File: src/rtl/gray_pkg.sv
// ----------------------------------------------------------------------------
// gray_pkg
// Shared definitions for the gray_counter slice:
//   - DEFAULT_WIDTH : default count width
//   - MAX_WIDTH     : widest count the bin2gray helper handles
//   - state_e       : control FSM states (IDLE / RUN / DONE)
//   - bin2gray()    : binary to reflected Gray code
// ----------------------------------------------------------------------------
package gray_pkg;

    localparam int DEFAULT_WIDTH = 4;
    localparam int MAX_WIDTH     = 32;

    typedef enum logic [1:0] {
        IDLE = 2'd0,
        RUN  = 2'd1,
        DONE = 2'd2
    } state_e;

    // Operates on the widest supported vector; callers zero-extend their
    // count and truncate the result back to their own width.
    function automatic logic [MAX_WIDTH-1:0] bin2gray(input logic [MAX_WIDTH-1:0] i_bin);
        return i_bin ^ (i_bin >> 1);
    endfunction

endpackage : gray_pkg

File: src/rtl/gray_counter_if.sv
// ----------------------------------------------------------------------------
// gray_counter_if
// Control, load and ready/valid output bundle of gray_counter.
//   en, up, load, load_val, out_ready : driven by the master (consumer side)
//   out_valid, bin_out, gray_out, tc, err : driven by the slave (counter)
// ----------------------------------------------------------------------------
interface gray_counter_if
    import gray_pkg::*;
#(
    parameter int WIDTH = DEFAULT_WIDTH
);

    logic             en;
    logic             up;
    logic             load;
    logic [WIDTH-1:0] load_val;
    logic             out_ready;
    logic             out_valid;
    logic [WIDTH-1:0] bin_out;
    logic [WIDTH-1:0] gray_out;
    logic             tc;
    logic             err;

    modport master (
        output en, up, load, load_val, out_ready,
        input  out_valid, bin_out, gray_out, tc, err
    );

    modport slave (
        input  en, up, load, load_val, out_ready,
        output out_valid, bin_out, gray_out, tc, err
    );

endinterface : gray_counter_if

File: src/rtl/gray2bin.sv
// ----------------------------------------------------------------------------
// gray2bin
// Combinational Gray-to-binary decoder. Bit i of the binary value is the XOR
// of all Gray bits from i up to the MSB (prefix XOR from the top).
//   i_gray : Gray-coded input, WIDTH bits
//   o_bin  : decoded binary value, WIDTH bits
// ----------------------------------------------------------------------------
module gray2bin #(
    parameter int WIDTH = 4
) (
    input  logic [WIDTH-1:0] i_gray,
    output logic [WIDTH-1:0] o_bin
);

    // Prefix XOR: each output bit reduces the Gray bits at and above it.
    always_comb begin
        o_bin = {WIDTH{1'b0}};
        for (int i = 0; i < WIDTH; i++) begin
            o_bin[i] = ^(i_gray >> i);
        end
    end

endmodule : gray2bin

File: src/rtl/gray_counter.sv
// ----------------------------------------------------------------------------
// gray_counter
// Up/down binary counter with registered Gray-code output, presented to a
// consumer through a ready/valid handshake. The count advances by one step
// per accepted code. WRAP=1 wraps at the ends of range; WRAP=0 parks the
// FSM in DONE when a terminal code is accepted, until the next load.
//
// Parameters
//   WIDTH : count width in bits (>= 2)
//   WRAP  : 1 = wrap-around, 0 = saturate
// Ports
//   clk   : clock, rising edge active
//   rst_n : asynchronous active-low reset
//   bus   : gray_counter_if.slave (en, up, load, load_val, out_ready in;
//           out_valid, bin_out, gray_out, tc, err out)
//
// Optional self-check, enabled by defining GRAY_COUNTER_CHECK_EN:
//   err is set sticky (cleared only by reset) when the decoded gray_out
//   disagrees with bin_out, or when two successively accepted codes not
//   separated by a load differ in other than exactly one bit. Without the
//   macro err is tied low and no checker logic exists.
// ----------------------------------------------------------------------------
module gray_counter
    import gray_pkg::*;
#(
    parameter int WIDTH = DEFAULT_WIDTH,
    parameter int WRAP  = 1
) (
    input  logic           clk,
    input  logic           rst_n,
    gray_counter_if.slave  bus
);

    localparam logic [WIDTH-1:0] ALL_ONES = {WIDTH{1'b1}};
    localparam logic [WIDTH-1:0] ZERO     = {WIDTH{1'b0}};
    localparam logic [WIDTH-1:0] ONE      = {{(WIDTH-1){1'b0}}, 1'b1};

    state_e           r_state;
    state_e           w_state_nxt;
    logic [WIDTH-1:0] r_bin;
    logic [WIDTH-1:0] r_gray;
    logic [WIDTH-1:0] w_bin_nxt;
    logic [WIDTH-1:0] w_gray_nxt;
    logic [WIDTH-1:0] w_bin_step;
    logic             w_xfer;
    logic             w_tc;
    logic             w_hold;

    assign w_xfer     = (r_state == RUN) && bus.out_ready;
    assign w_tc       = bus.up ? (r_bin == ALL_ONES) : (r_bin == ZERO);
    // In saturating mode an accepted terminal code freezes the count.
    assign w_hold     = (WRAP == 0) && w_tc;
    assign w_bin_step = bus.up ? (r_bin + ONE) : (r_bin - ONE);
    assign w_gray_nxt = WIDTH'(bin2gray(MAX_WIDTH'(w_bin_nxt)));

    // Next-state and next-count decode; load overrides every state.
    always_comb begin
        w_state_nxt = r_state;
        w_bin_nxt   = r_bin;
        if (bus.load) begin
            // A transfer on this edge is consumed without advancing.
            w_bin_nxt   = bus.load_val;
            w_state_nxt = bus.en ? RUN : IDLE;
        end else begin
            case (r_state)
                IDLE: begin
                    if (bus.en) begin
                        w_state_nxt = RUN;
                    end else begin
                        w_state_nxt = IDLE;
                    end
                end
                RUN: begin
                    if (w_xfer) begin
                        if (w_hold) begin
                            w_state_nxt = DONE;
                        end else begin
                            w_bin_nxt   = w_bin_step;
                            w_state_nxt = bus.en ? RUN : IDLE;
                        end
                    end else begin
                        // Presented code is held until accepted, even if en drops.
                        w_state_nxt = RUN;
                    end
                end
                DONE: begin
                    w_state_nxt = DONE;
                end
                default: begin
                    w_state_nxt = IDLE;
                    w_bin_nxt   = r_bin;
                end
            endcase
        end
    end

    // State, binary count and Gray code registers; Gray is computed from the
    // next binary value so both update on the same edge.
    always_ff @(posedge clk or negedge rst_n) begin
        if (!rst_n) begin
            r_state <= IDLE;
            r_bin   <= ZERO;
            r_gray  <= ZERO;
        end else begin
            r_state <= w_state_nxt;
            r_bin   <= w_bin_nxt;
            r_gray  <= w_gray_nxt;
        end
    end

    assign bus.out_valid = (r_state == RUN);
    assign bus.bin_out   = r_bin;
    assign bus.gray_out  = r_gray;
    assign bus.tc        = w_tc;

`ifdef GRAY_COUNTER_CHECK_EN
    logic [WIDTH-1:0] w_dec;
    logic [WIDTH-1:0] w_step;
    logic [WIDTH-1:0] r_last;
    logic             r_last_vld;
    logic             r_err;
    logic             w_dec_bad;
    logic             w_step_bad;
    logic             w_repeat_ok;

    // Decodes the code actually presented on the output, not the internal
    // register, so a corrupted output path is caught too.
    gray2bin #(.WIDTH(WIDTH)) u_gray2bin (
        .i_gray (bus.gray_out),
        .o_bin  (w_dec)
    );

    assign w_step      = bus.gray_out ^ r_last;
    assign w_dec_bad   = (w_dec != r_bin);
    assign w_repeat_ok = (WRAP == 0) && (w_step == ZERO);
    assign w_step_bad  = w_xfer && r_last_vld && !$onehot(w_step) && !w_repeat_ok;

    // Sticky error flag and history of the last accepted code; a load
    // starts a fresh sequence with no predecessor.
    always_ff @(posedge clk or negedge rst_n) begin
        if (!rst_n) begin
            r_err      <= 1'b0;
            r_last     <= ZERO;
            r_last_vld <= 1'b0;
        end else begin
            r_err <= r_err | w_dec_bad | w_step_bad;
            if (bus.load) begin
                r_last_vld <= 1'b0;
                r_last     <= r_last;
            end else if (w_xfer) begin
                r_last_vld <= 1'b1;
                r_last     <= bus.gray_out;
            end else begin
                r_last_vld <= r_last_vld;
                r_last     <= r_last;
            end
        end
    end

    assign bus.err = r_err;
`else
    assign bus.err = 1'b0;
`endif

endmodule : gray_counter

File: src/flat_wrapper.sv
// flat-port wrapper written by rule: the top's interface ports become plain ports
module gray_counter_flat import gray_pkg::*;
#(
    parameter int WIDTH = DEFAULT_WIDTH,
    parameter int WRAP  = 1
)
  (clk, rst_n, bus_en, bus_up, bus_load, bus_load_val, bus_out_ready, bus_out_valid, bus_bin_out, bus_gray_out, bus_tc, bus_err);
  gray_counter_if #(.WIDTH(WIDTH)) bus_i ();
  input  logic clk;
  input  logic rst_n;
  input wire logic [$bits(bus_i.en)-1:0] bus_en;
  input wire logic [$bits(bus_i.up)-1:0] bus_up;
  input wire logic [$bits(bus_i.load)-1:0] bus_load;
  input wire logic [$bits(bus_i.load_val)-1:0] bus_load_val;
  input wire logic [$bits(bus_i.out_ready)-1:0] bus_out_ready;
  output wire logic [$bits(bus_i.out_valid)-1:0] bus_out_valid;
  output wire logic [$bits(bus_i.bin_out)-1:0] bus_bin_out;
  output wire logic [$bits(bus_i.gray_out)-1:0] bus_gray_out;
  output wire logic [$bits(bus_i.tc)-1:0] bus_tc;
  output wire logic [$bits(bus_i.err)-1:0] bus_err;
  assign bus_i.en = bus_en;
  assign bus_i.up = bus_up;
  assign bus_i.load = bus_load;
  assign bus_i.load_val = bus_load_val;
  assign bus_i.out_ready = bus_out_ready;
  assign bus_out_valid = bus_i.out_valid;
  assign bus_bin_out = bus_i.bin_out;
  assign bus_gray_out = bus_i.gray_out;
  assign bus_tc = bus_i.tc;
  assign bus_err = bus_i.err;
  gray_counter #(.WIDTH(WIDTH), .WRAP(WRAP)) u_core (.clk(clk), .rst_n(rst_n), .bus(bus_i));
endmodule
File: config.mk
export PLATFORM = sky130hd
export DESIGN_NAME = gray_counter_flat
export DESIGN_NICKNAME = d
export VERILOG_FILES = /design/src/rtl/gray_pkg.sv /design/src/rtl/gray_counter_if.sv /design/src/rtl/gray2bin.sv /design/src/rtl/gray_counter.sv /design/src/flat_wrapper.sv
export SDC_FILE = /design/constraint.sdc
export NUM_CORES = 1
export LEC_CHECK = 0
export ABC_CLOCK_PERIOD_IN_PS = 1500
export BUFFER_PORTS_ARGS = -buffer_cell sky130_fd_sc_hd__buf_2
export CAP_MARGIN = 5
export CORE_MARGIN = 2
export CORE_UTILIZATION = 41
export CTS_CLUSTER_DIAMETER = 100
export DETAILED_ROUTE_END_ITERATION = 12
export GPL_TIMING_DRIVEN = 0
export PLACE_DENSITY_LB_ADDON = 0.15
export SYNTH_ARGS = -nofsm -noshare
export SYNTH_HDL_FRONTEND = slang
export SYNTH_HIERARCHICAL = 1
export SYNTH_SLANG_ARGS = --single-unit
File: constraint.sdc
create_clock -name clk -period 1.5 [get_ports clk]
set_input_delay 0.3 -clock clk [delete_from_list [all_inputs] [get_ports clk]]
set_output_delay 0.3 -clock clk [all_outputs]
set_load 0.05 [all_outputs]
==> flow_summary.toml, run 1 <==
[floorplan]
coreArea_mm2 = 0.00127
die_area_mm2 = 0.00165
die_w_um = 40.6
start_util_pct = 43.3
rows = 13
die_y_um = 40.6
io_pins = 21

[clocking]
clock_path_buffers = 2
clk_latency_ns = 0.27
cts_max_level = 1
root_buffer = "clkbuf_4"
tritoncts = "done"
cts_made_buffers = 3
cts.sinks = 9
clk_pin_slew_worst_paths_ns = 0.06

[status]
outcome = "finished with violations"
violations = "setup timing"

[yosys]
synth_top_family_by_area = "simple AND/OR/NAND/NOR gates"
synth_top_area_share_pct = 41.0
ys_seq_elements = 9
synth_top_area_cell = "dfrtp_1"
ys_seq_area_share_pct = 41.0
yosys.area_share.xor_xnor_pct = 7.97
synth_compound_area_share_pct = 12.5
synthAdderAreaFrac_pct = 8.20
yosys.area_share.simple_pct = 20.7
synthCells = 58
yosys_warnings = 6
ys_types = 27
synthMuxAreaShare_pct = 0
synth.top_cells.by_area = "dfrtp_1 (41%), xnor2_1 (4.8%), ha_1 (4.6%)"
syn_nets = 71
synth.avg_cell_area_um2 = 9.47
synth_area_um2 = 549

[timing]
slew_viol_final = 0
skew_ns = 0.00127
timing.final.hold_violations = 0
finalCritPeriodShare_pct = 103
finalCriticalPeriod_ns = 1.55
fmax_mhz = 644
setup_viol = 5
whs_ns = 0.265
rsz0062_at_grt = "true"
fin_tns_setup_ns = -0.117
worst_slack_ns = -0.0523

[grt]
grt_use_total_pct = 17.7
grt_max_degree = 10
grt_first_pass_wirelength_mm = 1.82
antenna_found_initial = 0
overflow = 0
grt_pass1_vias = 472

[run]
drv_cap = 0

[final_layout]
drive_gt1_share_pct = 52.8
n_antenna_cell = 0
fin_nets = 103
n_fill_cell = 117
areaGrowthSynthToFinish_pct = 44.9
fin_util_pct = 62.7
fin_cells = 104

[detailed_routing]
final_antenna_net_count = 0
first_iter_violations = 5
routed_wl_mm = 1.35
drt-pass1-iter-count = 4
drc = 0
vias = 527
vias_per_cell = 5.07
avgRoutedWirePerCell_um = 13.0

[place]
hpwl_um = 826
place_ws_ns = -0.214
dp.cells = 91
gp_congestion = 0.781
io_buffers = 18

[worst_setup_path]
crit_type = "flop to flop"
slowest_stage = "dfrtp_2"
worst-path-max-fanout = 3
worst-endpoint-arrival_ns = 1.70
startpoint_type = "flop"
path_cells = "inv_2 > fa_2 > o211ai_1 > o21ai_2 > xor2_1"
crit_family = "flip-flops"
cp.buffers_inverters = 1
crit_required_ns = 1.65
setup.worst_path.end_class = "flop"
slowest_delay_ns = 0.43

[power]
cellPowerDensity_mw_per_mm2 = 1200
ir_worst_vdd_v = 0.000795
leakage_nw = 0.389

[min_path]
hp-class = "primary input to flop"
cell type report:
| class | count | area, um2 | area share (%) |
|---|---|---|---|
| Timing Repair Buffer | 27 | 166 | 20.9 |
| Clock buffer | 4 | 26.3 | 3.30 |
| Tap cell | 15 | 18.8 | 2.36 |
| Buffer | 3 | 22.5 | 2.83 |
| Inverter | 7 | 26.3 | 3.30 |
| Multi-Input combinational cell | 39 | 307 | 38.5 |
| Sequential cell | 9 | 229 | 28.8 |
worst paths after layout:
path / from / slack, ns / cells after the start / endpoint
worst max-delay path: u_core/bus.bin_out[0]$_DFF_PN0_ / -0.05 / 5 / u_core/bus.gray_out[1]$_DFF_PN0_
worst min-delay path: bus_load / 0.27 / 2 / u_core/r_state[1]$_DFF_PN0_
worst max register to register: u_core/bus.bin_out[0]$_DFF_PN0_ / -0.05 / 5 / u_core/bus.gray_out[1]$_DFF_PN0_
worst min register to register: u_core/r_state[1]$_DFF_PN0_ / 0.49 / 1 / u_core/r_state[0]$_DFF_PN0_
max in group asynchronous: rst_n / 0.89 / 2 / u_core/bus.bin_out[2]$_DFF_PN0_
min in group asynchronous: rst_n / 0.41 / 2 / u_core/bus.gray_out[1]$_DFF_PN0_
synth_stat cells:
cell type  n
dfrtp_1    9
inv_1      6
nand2_1    4
a21oi_1    3
buf_4      3
nand3_1    3
o21ai_1    3
xnor2_1    3
ha_1       2
nor3_1     2
o211ai_1   2
o21ai_0    2
xor2_1     2
a21o_1     1
a31oi_1    1
and2_1     1
clkinv_1   1
conb_1     1
fa_1       1
nand3_2    1
nand3b_4   1
nand4_1    1
nor2_1     1
nor2b_1    1
nor3b_1    1
nor4_1     1
or4_1      1
metal layers:
| layer | GRT usage (%) | vias to the layer above | share of wire, % |
|---|---|---|---|
| li1 | - | 263 | - |
| met1 | 18.5 | 241 | 44 |
| met2 | 31.7 | 21 | 49 |
| met3 | 5.00 | 2 | 5.6 |
| met4 | 9.17 | 0 | 1.2 |
| met5 | 0 | - | 0 |
sequential cells by signal, summed over array words and instances, names as in the netlist:
name                 count
u_core/bus.bin_out       4
u_core/bus.gray_out      3
u_core/r_state           2
where the power goes:
part	total (mW)	switching [mW]	internal, mW
combinational	0.449	0.298	0.151
clock	0.197	0.0937	0.103
sequential	0.312	0.0293	0.283
total	0.958	0.421	0.537
layout by cell type, fill, tap and decap left out, types with 2 or more instances in the layout:
| cell type | instances |
|---|---|
| o211ai_1 | 2 |
| inv_2 | 4 |
| xnor2_1 | 3 |
| inv_1 | 2 |
| xor2_1 | 2 |
| nand3_1 | 3 |
| a21oi_1 | 3 |
| dfrtp_1 | 6 |
| buf_4 | 11 |
| o21ai_2 | 3 |
| dfrtp_2 | 3 |
| clkbuf_4 | 3 |
| nand2_1 | 4 |
| buf_2 | 17 |
logic make-up (layout without fill, tap and decap cells):
logic type,Yosys count,after routing
AO/OA/AOI/OAI,12,12
XOR/XNOR,5,5
adder cells (fa/ha/maj),3,3
buffers and inverters,10,41
flip-flops,9,9
other,1,1
AND/OR/NAND/NOR,18,18
worst reg2reg max path, delay by kind of cell, from the launching register on:
kind / cells / cell delay, ns
xor+xnor: 1 / 0.17
compound gates: 2 / 0.33
buf+inv: 1 / 0.07
flops: 1 / 0.43
fa+ha+maj: 1 / 0.43
through the flow:
step	cell area [um2]	power, mW
2_1_floorplan	567	0.611
3_3_place_gp	676	0.695
3_5_place_dp	676	0.700
4_1_cts	776	0.936
5_1_grt	796	1.01
6_report	796	0.958
timing repair:
item                                   in CTS  in global routing
setup endpoints to repair                   4                  6
resized for setup                           5                  2
cloned                                      0                  0
setup buffers                               7                  1
hold buffers                                1                  0
endpoints found under the hold margin       9                  0
pin swaps                                   5                  2
Note: power is estimated with default switching activity, not from simulation.
==> inputs of run 2 (changes only) <==
GPL_TIMING_DRIVEN = default   (was 0)
==> run 2 against run 1 <==
The flow still finishes with violations (setup timing). Register-to-register slack barely moved. Cell area up 1.6%. Power decreased by 2.2%. Die area unchanged. Combinational power hardly changed. Maximum frequency grew 0.67%. Utilization up 0.99 points. Sequential cell count did not move. Largest cell class unchanged.
==> flow_summary.toml, run 2 (same netlist as run 1, synthesis figures left out) <==
[grt]
antenna_found_initial = 0
grt.met1_usage_pct = 19.7
grt_pass1_vias = 506
overflow = 0
grt_first_pass_wirelength_mm = 1.96
top_usage_layer = "met2"
met2_usage_pct = 32.1
grt_use_met3_pct = 6.11
grt_max_degree = 10
grt_use_total_pct = 18.9

[worst_setup_path]
setup.worst_path.end_class = "output port"
rrSetupSlack_ns = -0.04
startpoint_type = "flop"
crit_family = "flip-flops"
slowest_stage = "dfrtp_2"
path_cells = "buf_6 > nor3_2 > nand3_1 > o21ai_2 > buf_6"
rr_startpoint = "u_core/bus.bin_out[0]$_DFF_PN0_"
r2r_cells = 6
crit_top_cell = "buf_6"
worstSetupStartpoint = "u_core/bus.bin_out[2]$_DFF_PN0_"
path_depth = 5
worst-endpoint-arrival_ns = 1.24
crit_required_ns = 1.20
cp.buffers_inverters = 2
slowest_delay_ns = 0.41
crit_type = "flop to output port"
worst-path-max-fanout = 2

[final_layout]
multi_input_area_um2 = 294
final_cell_area_um2 = 808
largest_register_ffs = 4
areaGrowthSynthToFinish_pct = 47.2
final_common_cell = "buf_2"
drive_gt1_share_pct = 53.3
n_antenna_cell = 0
fin_cells = 107
fin_nets = 106
regArea_um2 = 229
n_fill_cell = 120
layout_common_cells = "buf_2 (18), buf_4 (12), dfrtp_1 (6)"

[detailed_routing]
final_antenna_net_count = 0
vias = 514
drc = 0
vias_per_cell = 4.80
routed_wl_mm = 1.22
drt-pass1-iter-count = 4
first_iter_violations = 9
avgRoutedWirePerCell_um = 11.4

[floorplan]
rows = 13
coreArea_mm2 = 0.00127
die_w_um = 40.6
die_y_um = 40.6
io_pins = 21
start_util_pct = 43.3
die_area_mm2 = 0.00165

[power]
ir_worst_vdd_v = 0.000866
cellPowerDensity_mw_per_mm2 = 1160
leakage_nw = 0.406

[clocking]
root_buffer = "clkbuf_4"
clock_path_buffers = 2
cts_made_buffers = 3
cts.sinks = 9
clk_pin_slew_worst_paths_ns = 0.06
cts_max_level = 1
clk_latency_ns = 0.26
tritoncts = "done"

[min_path]
holdCritStartpoint = "bus_load_val[2]"
hp-class = "primary input to flop"
min_delay_path_depth = 3

[timing]
skew_ns = 0.00827
worst_slack_ns = -0.0420
finalCritPeriodShare_pct = 103
slew_viol_final = 0
finalCriticalPeriod_ns = 1.54
rsz0062_at_grt = "true"
setup_viol = 3
fmax_mhz = 649
timing.final.hold_violations = 0
fin_tns_setup_ns = -0.0836

[place]
hpwl_um = 920
io_buffers = 19
gp_congestion = 0.850
dpl_cell_area_um2 = 741
dp.cells = 100

[run]
drv_cap = 0

[status]
outcome = "finished with violations"
violations = "setup timing"
run 2: where the power goes:
part / internal, mW / switching [mW]
registers: 0.283 / 0.0179
logic: 0.149 / 0.302
clock network: 0.0983 / 0.0875
run 2: path summary, 6_finish.rpt:
path	end
worst max register to register	u_core/bus.gray_out[1]$_DFF_PN0_
worst min-delay path	u_core/bus.bin_out[2]$_DFF_PN0_
min in group asynchronous	u_core/bus.gray_out[2]$_DFF_PN0_
worst min register to register	u_core/r_state[0]$_DFF_PN0_
worst max-delay path	bus_tc
max in group asynchronous	u_core/bus.bin_out[1]$_DFF_PN0_
run 2: layout make-up:
type                    count  share of cell area [%]
repair buffers             33                    26.3
clock inverters             1                   0.619
flip-flops and latches      9                    28.3
clock buffers               3                    2.79
multi-input cells          39                    36.4
well taps                  15                    2.32
inverters                   7                    3.25
run 2: worst reg2reg max path, stage by stage (launching register included):
cell and delay [ns]:
dfrtp_2 0.36, inv_2 0.05, fa_2 0.37, xor2_1 0.16, o211ai_1 0.20, o21ai_2 0.12, xor2_1 0.15
run 2: layer usage:
| metal | wire length [um] | vias up |
|---|---|---|
| li1 | - | 264 |
| met5 | 0 | - |
| met3 | 81 | 2 |
| met4 | 8 | 0 |
| met1 | 509 | 230 |
| met2 | 618 | 18 |
run 2: what timing repair did:
item,CTS,global route
endpoints found under the hold margin,9,0
hold buffers,1,0
setup endpoints to repair,3,5
resized for setup,5,1
pin swaps,4,1
buffers inserted,2,0
run 2: per-stage QoR:
stage / setup WS, ns / util [%] / power, mW / hold WS [ns]
floorplan: -0.207 / - / 0.611 / 0.00441
global placement: -0.0801 / 58.4 / 0.733 / 0.156
detailed placement: -0.0894 / 58.4 / 0.733 / 0.159
CTS: -0.0605 / 63.7 / 0.947 / 0.272
global route: -0.128 / 63.7 / 0.997 / 0.296
finish: -0.0420 / 63.7 / 0.937 / 0.283
